### src/rtl/debounce_pkg.sv
// Shared types and defaults for the push-button / switch debouncer.
// The defaults give 10 ms of required stability at a 100 MHz clock.
package debounce_pkg;

    typedef enum logic [0:0] {
        DB_STABLE   = 1'b0,
        DB_CHANGING = 1'b1
    } db_state_t;

    localparam int DB_DEFAULT_STABLE = 1_000_000;
    localparam int DB_DEFAULT_CNT_W  = 20;

endpackage

### src/rtl/debounce_ch.sv
// One debounce channel: 2-flop synchroniser, stability counter, STABLE/CHANGING FSM, edge pulse regs.
// Latency raw->clean is 1 + STABLE_CYCLES edges after sync1 samples; no backpressure, all outputs registered.
module debounce_ch
    import debounce_pkg::*;
#(
    parameter int CNT_W         = DB_DEFAULT_CNT_W,
    parameter int STABLE_CYCLES = DB_DEFAULT_STABLE
) (
    input  logic clk_i,
    input  logic rst_ni,
    input  logic raw_i,
    output logic clean_o,
    output logic rise_o,
    output logic fall_o
);

    localparam longint MAX_STABLE = (longint'(1) << CNT_W) - 1;

    if (STABLE_CYCLES < 1 || longint'(STABLE_CYCLES) > MAX_STABLE) begin : g_bad_param
        $error("debounce_ch: STABLE_CYCLES must lie in 1 .. 2**CNT_W-1");
    end

    // The commit happens on the edge where the count would reach STABLE_CYCLES.
    localparam logic [CNT_W-1:0] CNT_LAST = CNT_W'(STABLE_CYCLES - 1);
    localparam logic [CNT_W-1:0] CNT_ONE  = CNT_W'(1);

    logic             sync1_q;
    logic             sync2_q;
    db_state_t        state_q, state_d;
    logic [CNT_W-1:0] cnt_q, cnt_d;
    logic             clean_q, clean_d;
    logic             rise_q, rise_d;
    logic             fall_q, fall_d;
    logic             mismatch;
    logic             commit;

    assign mismatch = (sync2_q != clean_q);

    always_comb begin
        state_d = state_q;
        cnt_d   = cnt_q;
        commit  = 1'b0;
        case (state_q)
            DB_STABLE: begin
                cnt_d = '0;
                if (mismatch) begin
                    if (STABLE_CYCLES == 1) begin
                        commit = 1'b1;
                    end else begin
                        state_d = DB_CHANGING;
                        cnt_d   = CNT_ONE;
                    end
                end
            end
            DB_CHANGING: begin
                if (!mismatch) begin
                    state_d = DB_STABLE;
                    cnt_d   = '0;
                end else if (cnt_q == CNT_LAST) begin
                    commit  = 1'b1;
                    state_d = DB_STABLE;
                    cnt_d   = '0;
                end else begin
                    cnt_d = cnt_q + CNT_ONE;
                end
            end
            default: begin
                state_d = DB_STABLE;
                cnt_d   = '0;
            end
        endcase
        clean_d = commit ? sync2_q : clean_q;
        rise_d  = commit & sync2_q;
        fall_d  = commit & ~sync2_q;
    end

    always_ff @(posedge clk_i) begin
        if (!rst_ni) begin
            sync1_q <= 1'b0;
            sync2_q <= 1'b0;
            state_q <= DB_STABLE;
            cnt_q   <= '0;
            clean_q <= 1'b0;
            rise_q  <= 1'b0;
            fall_q  <= 1'b0;
        end else begin
            sync1_q <= raw_i;
            sync2_q <= sync1_q;
            state_q <= state_d;
            cnt_q   <= cnt_d;
            clean_q <= clean_d;
            rise_q  <= rise_d;
            fall_q  <= fall_d;
        end
    end

    assign clean_o = clean_q;
    assign rise_o  = rise_q;
    assign fall_o  = fall_q;

endmodule

### src/rtl/input_debouncer.sv
// N_CH independent debounce channels; channel 0 drives gate input a, channel 1 drives b.
// Latency 1 + STABLE_CYCLES edges after the first sync sample; no backpressure.
module input_debouncer
    import debounce_pkg::*;
#(
    parameter int N_CH          = 2,
    parameter int CNT_W         = DB_DEFAULT_CNT_W,
    parameter int STABLE_CYCLES = DB_DEFAULT_STABLE
) (
    input  logic            clk,
    input  logic            rst_n,
    input  logic [N_CH-1:0] raw_in,
    output logic [N_CH-1:0] clean_out,
    output logic [N_CH-1:0] rise_pulse,
    output logic [N_CH-1:0] fall_pulse
);

    for (genvar i = 0; i < N_CH; i++) begin : g_ch
        debounce_ch #(
            .CNT_W        (CNT_W),
            .STABLE_CYCLES(STABLE_CYCLES)
        ) u_ch (
            .clk_i  (clk),
            .rst_ni (rst_n),
            .raw_i  (raw_in[i]),
            .clean_o(clean_out[i]),
            .rise_o (rise_pulse[i]),
            .fall_o (fall_pulse[i])
        );
    end

endmodule
### config.mk
export PLATFORM = sky130hd
export DESIGN_NAME = input_debouncer
export DESIGN_NICKNAME = d
export VERILOG_FILES = /design/src/rtl/debounce_pkg.sv /design/src/rtl/debounce_ch.sv /design/src/rtl/input_debouncer.sv
export SDC_FILE = /design/constraint.sdc
export NUM_CORES = 1
export LEC_CHECK = 0
export ABC_AREA = 1
export ABC_CLOCK_PERIOD_IN_PS = 1500
export CAP_MARGIN = 20
export CELL_PAD_IN_SITES_DETAIL_PLACEMENT = 1
export CELL_PAD_IN_SITES_GLOBAL_PLACEMENT = 1
export CORE_UTILIZATION = 39
export CTS_CLUSTER_SIZE = 28
export DETAILED_ROUTE_END_ITERATION = 8
export GPL_ROUTABILITY_DRIVEN = 0
export GPL_TIMING_DRIVEN = 0
export PLACE_DENSITY = 0.82
export SLEW_MARGIN = 20
export SYNTH_ARGS = -nofsm -noshare
export SYNTH_HDL_FRONTEND = slang
export SYNTH_SLANG_ARGS = --single-unit
### constraint.sdc
create_clock -name clk -period 1.5 [get_ports clk]
set_clock_uncertainty 0.1 [all_clocks]
set_input_delay 0.3 -clock clk [delete_from_list [all_inputs] [get_ports clk]]
set_output_delay 0.3 -clock clk [all_outputs]
set_load 0.02 [all_outputs]
* Word level (Yosys, flattened, before mapping)
Cells that the tools add are included.
** Word-level totals
- Bits in registers :: 52
- Output and inout bits :: 6
** Operators by class
- $add $sub $neg :: 2
- Eq/ne operators :: 4
- Multiplexer cells :: 22
- Bitwise operators :: 8
** Operator list (count)
- $mux W20 :: 4
- $pmux W20 S2 :: 2
- $add A20 B1 Y20 const B :: 2
- $eq A20 B20 Y1 const B :: 2
- $mux W1 :: 14
- $and A1 B1 Y1 :: 4
- $not A1 Y1 :: 4
- $pmux W1 S2 :: 2
- $ne A1 B1 Y1 :: 2

* Longest topological paths before layout
- Word-level depth :: 5
- Mapped depth :: 9
- Depth with buffers taken out :: 9

* Modules after synthesis
From an unflattened synthesis, not the netlist that was laid out.
** Unflattened totals
- Cells, all modules :: 356
- Area total of the unflattened synthesis :: 2517.4 um^2
** By module, submodules not included
- debounce_ch :: times used 2, cells an instance 178, area an instance 1258.7 um^2, sequential area each 520.5 um^2

* Worst setup path after synthesis
Ideal clock, no wire load.
- Path kind :: register to register
- Start point :: reg g_ch[0].u_ch.cnt_q[0]
- End point :: reg g_ch[0].u_ch.state_q
- Arrival :: 1297 ps
- Data required time :: 1286 ps
- Slack :: -11 ps
- Cell stages (with the launch flop) :: 10
- Buffers on the path :: 1
- Path through :: dfxtp_1 ha_1 inv_1 nor2_1 nand3_1 inv_1 nand2_2 nand2_4 buf_6 nand2_1
** On the way
- Cells in the longest elaborated chain, start to end :: 4
** Ends and longest elaborated chain
- start: declaration :: line debounce_ch.sv:30 : logic [CNT_W-1:0] cnt_q, cnt_d;
- start signal: assignment :: line debounce_ch.sv:90 : cnt_q <= cnt_d;
- $eq A20 B20 Y1 :: line debounce_ch.sv:59 : end else if (cnt_q == CNT_LAST) begin
- $mux W1 :: line debounce_ch.sv:59
- $mux W1 :: line debounce_ch.sv:56 : if (!mismatch) begin
- $pmux W1 S2 :: line debounce_ch.sv:43 : case (state_q)
- end signal: assignment :: line debounce_ch.sv:89 : state_q <= state_d;
- end: declaration :: line debounce_ch.sv:29 : db_state_t state_q, state_d;
No other way between the ends.
A chain may end at the register's enable or synchronous reset.

* Worst setup path in the final report
- Start point :: reg g_ch[0].u_ch.cnt_q[15]
- End point :: reg g_ch[0].u_ch.cnt_q[10]
** On the way
- Cells in the longest elaborated chain, start to end :: 4
** Ends and longest elaborated chain (line)
- $eq A20 B20 Y1 :: debounce_ch.sv:59
- $mux W20 :: debounce_ch.sv:59
- $mux W20 :: debounce_ch.sv:56
- $pmux W20 S2 :: debounce_ch.sv:43
No other way between the ends.

==> impl_metrics.py <==
metrics = {
    "outcome": {
        "outcome": "finished with violations",
        "failed_checks": "setup timing",
    },
    "routing": {
        "route.detailed.vias_per_inst": 4.97,
        "via_count": 2479,
        "postRouteWirelength_mm": 7.42,
        "ant_nets": 0,
        "iteration_0_drc_count_of_the_detailed_router": 104,
        "drc": 0,
        "wl_per_cell_um": 14.9,
        "drt_pre_antenna_iters": 4,
    },
    "sta": {
        "hold-worst-slack_ns": 0.169,
        "final-setup-viol-count": 18,
        "timing_worst_slew_pin_value_ns": 0.313,
        "setup_total_negative_slack_ns": -0.603,
        "crit_share_post_route_pct": 104,
        "finalMaxSlewViolations": 0,
        "final_worst_setup_slack_ns": -0.0619,
        "unrepaired_setup_endpoints_after_global_routing": "true",
        "slew_headroom_pct": 79.0,
        "achievable-frequency_mhz": 640,
        "finalWorstPathRequiredPeriod_ns": 1.56,
        "hold_viol": 0,
    },
    "clock_network": {
        "numCtsBuffers": 5,
        "cts_buffer_depth": 2,
        "tritoncts": "yes",
        "cts_root_buf": "sky130_fd_sc_hd__clkbuf_8",
        "path_clk_slew_ns": 0.12,
        "total_number_of_clock_tree_sinks": 52,
        "htree_levels": 2,
        "cts_hold_repair.buffers": 0,
        "clock_latency_late_sink_ns": 0.32,
    },
    "grt": {
        "final_global_route_overflow_total": 0,
        "grt_antenna_before_repair": 0,
        "pin_count_of_the_biggest_net_entering_global_routing": 19,
        "gr-usage-met2_pct": 33.5,
        "globalRoute.busiestLayer": "met2",
        "first_global_vias": 2521,
        "grt_util_met1_pct": 25.2,
        "met3_usage_pct": 2.85,
        "globalRouteTotalUtil_pct": 19.3,
        "wire_length_of_the_first_global_routing_pass_mm": 11.0,
    },
    "die": {
        "design.portCount": 10,
        "design.die.area_um2": 7080,
        "fp-row-count": 29,
        "die_height_um": 84.2,
        "core_area_um2": 6420,
        "die-width_um": 84.2,
        "start_util_pct": 41.0,
    },
    "yosys": {
        "synth_seq_cells": 52,
        "ys_types": 27,
        "syn_nets": 401,
        "postSynthCellCount": 395,
        "syn-cell-area_um2": 2630,
        "syn_avg_cell_area_um2": 6.66,
        "ys_warn_count": 0,
        "seq_area_frac_synth_pct": 39.5,
    },
    "worst_setup_path": {
        "critical_path_depth": 9,
        "crit_chain": "inv_1 > nand2_1 > nor2_1 > nand3_2 > inv_2 > nand2_4 > nand2_8 > buf_12 > a21oi_1",
        "crit_path_max_incr_delay_ns": 0.37,
        "crit_end": "g_ch[0].u_ch.cnt_q[10]$_SDFF_PP0_",
        "r2r_slack_ns": -0.06,
        "sort_of_element_at_the_end_of_the_critical_path": "flop",
        "timing.rr.start": "g_ch[0].u_ch.cnt_q[15]$_SDFF_PP0_",
        "worstPathBufferInverterCount": 3,
        "worst-endpoint-required_ns": 1.59,
        "crit_type": "reg -> reg",
        "timing.critical_path.from_type": "flop",
        "depth_of_the_worst_register_to_register_path": 9,
        "crit_start": "g_ch[0].u_ch.cnt_q[15]$_SDFF_PP0_",
        "worst-endpoint-arrival_ns": 1.66,
        "critical_path.reg2reg.endpoint": "g_ch[0].u_ch.cnt_q[10]$_SDFF_PP0_",
        "cp_slowest_cell": "sky130_fd_sc_hd__dfxtp_2",
        "critical_path.top_delay_family": "simple AND/OR/NAND/NOR gates",
        "crit_path_max_fanout": 7,
    },
    "worst_hold_path": {
        "worst_hold_path.num_cells": 3,
        "worst_hold_path_type": "in -> reg",
    },
    "power": {
        "max-vdd-ir-drop_v": 0.000495,
        "pwr_density_cell_nw_per_um2": 714,
        "p_leak_nw": 1.22,
        "total_power_w": 0.00230,
    },
    "place": {
        "port_buffers": 8,
        "detailed_place.area_um2": 2810,
        "post-dp-hpwl_mm": 4.67,
    },
    "finish": {
        "total_inserted_antenna_cells": 0,
        "layout-drive-gt1-share_pct": 22.7,
        "synthToLayoutAreaGrowth_pct": 22.6,
        "design.final.nets": 427,
        "final_design_area_no_fill_um2": 3230,
    },
    "run": {
        "max_cap_violations": 0,
    },
}
report_power, final:
| part | internal [W] | total (W) | switching (W) |
|---|---|---|---|
| clock | 0.000341 | 0.000883 | 0.000542 |
| sequential | 0.00138 | 0.00139 | 0.00000673 |
| combinational | 0.0000149 | 0.0000332 | 0.0000183 |
synth_stat cells (all sizes together):
cell type,instances,area share (%)
dfxtp,52,40
a21oi,14,2.7
nand4,3,0.71
nand2,118,17
nor2,84,13
nand3,27,6.1
ha,2,0.95
clkinv,2,0.33
buf,10,3.0
xnor2,7,2.3
or2,4,0.95
inv,52,7.4
o21ai,4,0.76
nor3,3,0.76
xor2,11,3.7
o21bai,2,0.57
what timing repair did:
item / CTS / global route
pin swaps: 2 / 10
setup endpoints to repair: 54 / 46
gates cloned: 0 / 3
buffers inserted: 6 / 2
gates resized for setup: 25 / 54
how the worst min path moves through the flow:
stage	from	to	slack [ns]
global route	rst_n	g_ch[1].u_ch.sync2_q$_SDFF_PN0_	0.18
global placement	g_ch[1].u_ch.sync1_q$_SDFF_PN0_	g_ch[1].u_ch.sync2_q$_SDFF_PN0_	0.30
finish	rst_n	g_ch[0].u_ch.sync2_q$_SDFF_PN0_	0.17
CTS	rst_n	g_ch[1].u_ch.sync1_q$_SDFF_PN0_	0.17
floorplan	g_ch[0].u_ch.sync1_q$_SDFF_PN0_	g_ch[0].u_ch.sync2_q$_SDFF_PN0_	0.29
detailed placement	g_ch[0].u_ch.sync1_q$_SDFF_PN0_	g_ch[0].u_ch.sync2_q$_SDFF_PN0_	0.30
registers in the layout, summed over array words and instances, names as in the netlist:
name	cells
g_ch.u_ch.sync1_q	2
g_ch.u_ch.clean_o	2
g_ch.u_ch.state_q	2
g_ch.u_ch.rise_o	2
g_ch.u_ch.fall_o	2
g_ch.u_ch.cnt_q	40
g_ch.u_ch.sync2_q	2
final cells by class:
type	count	area (µm²)
fill	815	3200
multi-input combinational	279	1450
sequential	52	1080
timing repair buffer	19	209
inverter	54	206
tap	77	96.3
buffer	10	91.3
clock buffer	5	68.8
clock inverter	3	26.3
per-layer routing:
layer,vias to the layer above,part of all wire [%],wire length (µm)
met4,0,1.4,105
met2,35,51,3810
met1,1188,45,3330
li1,1245,-,-
met5,-,0,0
met3,11,2.4,175
per-stage QoR:
stage | worst slack, ns | utilization [%] | cells
2_1_floorplan | 0.0270 | - | 395
3_3_place_gp | -0.268 | 43.8 | 480
3_5_place_dp | -0.303 | 43.8 | 480
4_1_cts | 0.00567 | 46.9 | 494
5_1_grt | -0.113 | 50.2 | 499
6_report | -0.0619 | 50.2 | 499
logic make-up after synthesis:
family | share of synthesized area (%)
buf+inv | 10.8
simple gates | 38.7
fa+ha+maj | 0.950
flops | 39.5
compound gates | 3.99
xor+xnor | 5.99
worst min-delay path, stage by stage:
cell                      delay [ns]
sky130_fd_sc_hd__buf_2          0.15
sky130_fd_sc_hd__nand2_1        0.07
sky130_fd_sc_hd__inv_1          0.03
cells in the final DEF, fill, tap and decap left out, types with 5 or more instances in the layout:
| cell type | n |
|---|---|
| sky130_fd_sc_hd__dfxtp_2 | 21 |
| sky130_fd_sc_hd__nor2_4 | 5 |
| sky130_fd_sc_hd__nor2_2 | 12 |
| sky130_fd_sc_hd__nand3_2 | 6 |
| sky130_fd_sc_hd__xor2_1 | 11 |
| sky130_fd_sc_hd__clkbuf_8 | 5 |
| sky130_fd_sc_hd__nand3_1 | 18 |
| sky130_fd_sc_hd__dfxtp_1 | 27 |
| sky130_fd_sc_hd__a21oi_1 | 14 |
| sky130_fd_sc_hd__buf_4 | 14 |
| sky130_fd_sc_hd__inv_1 | 48 |
| sky130_fd_sc_hd__nor2_1 | 67 |
| sky130_fd_sc_hd__nand2_1 | 113 |
| sky130_fd_sc_hd__xnor2_1 | 7 |
Power figures use the tool's default switching activity.
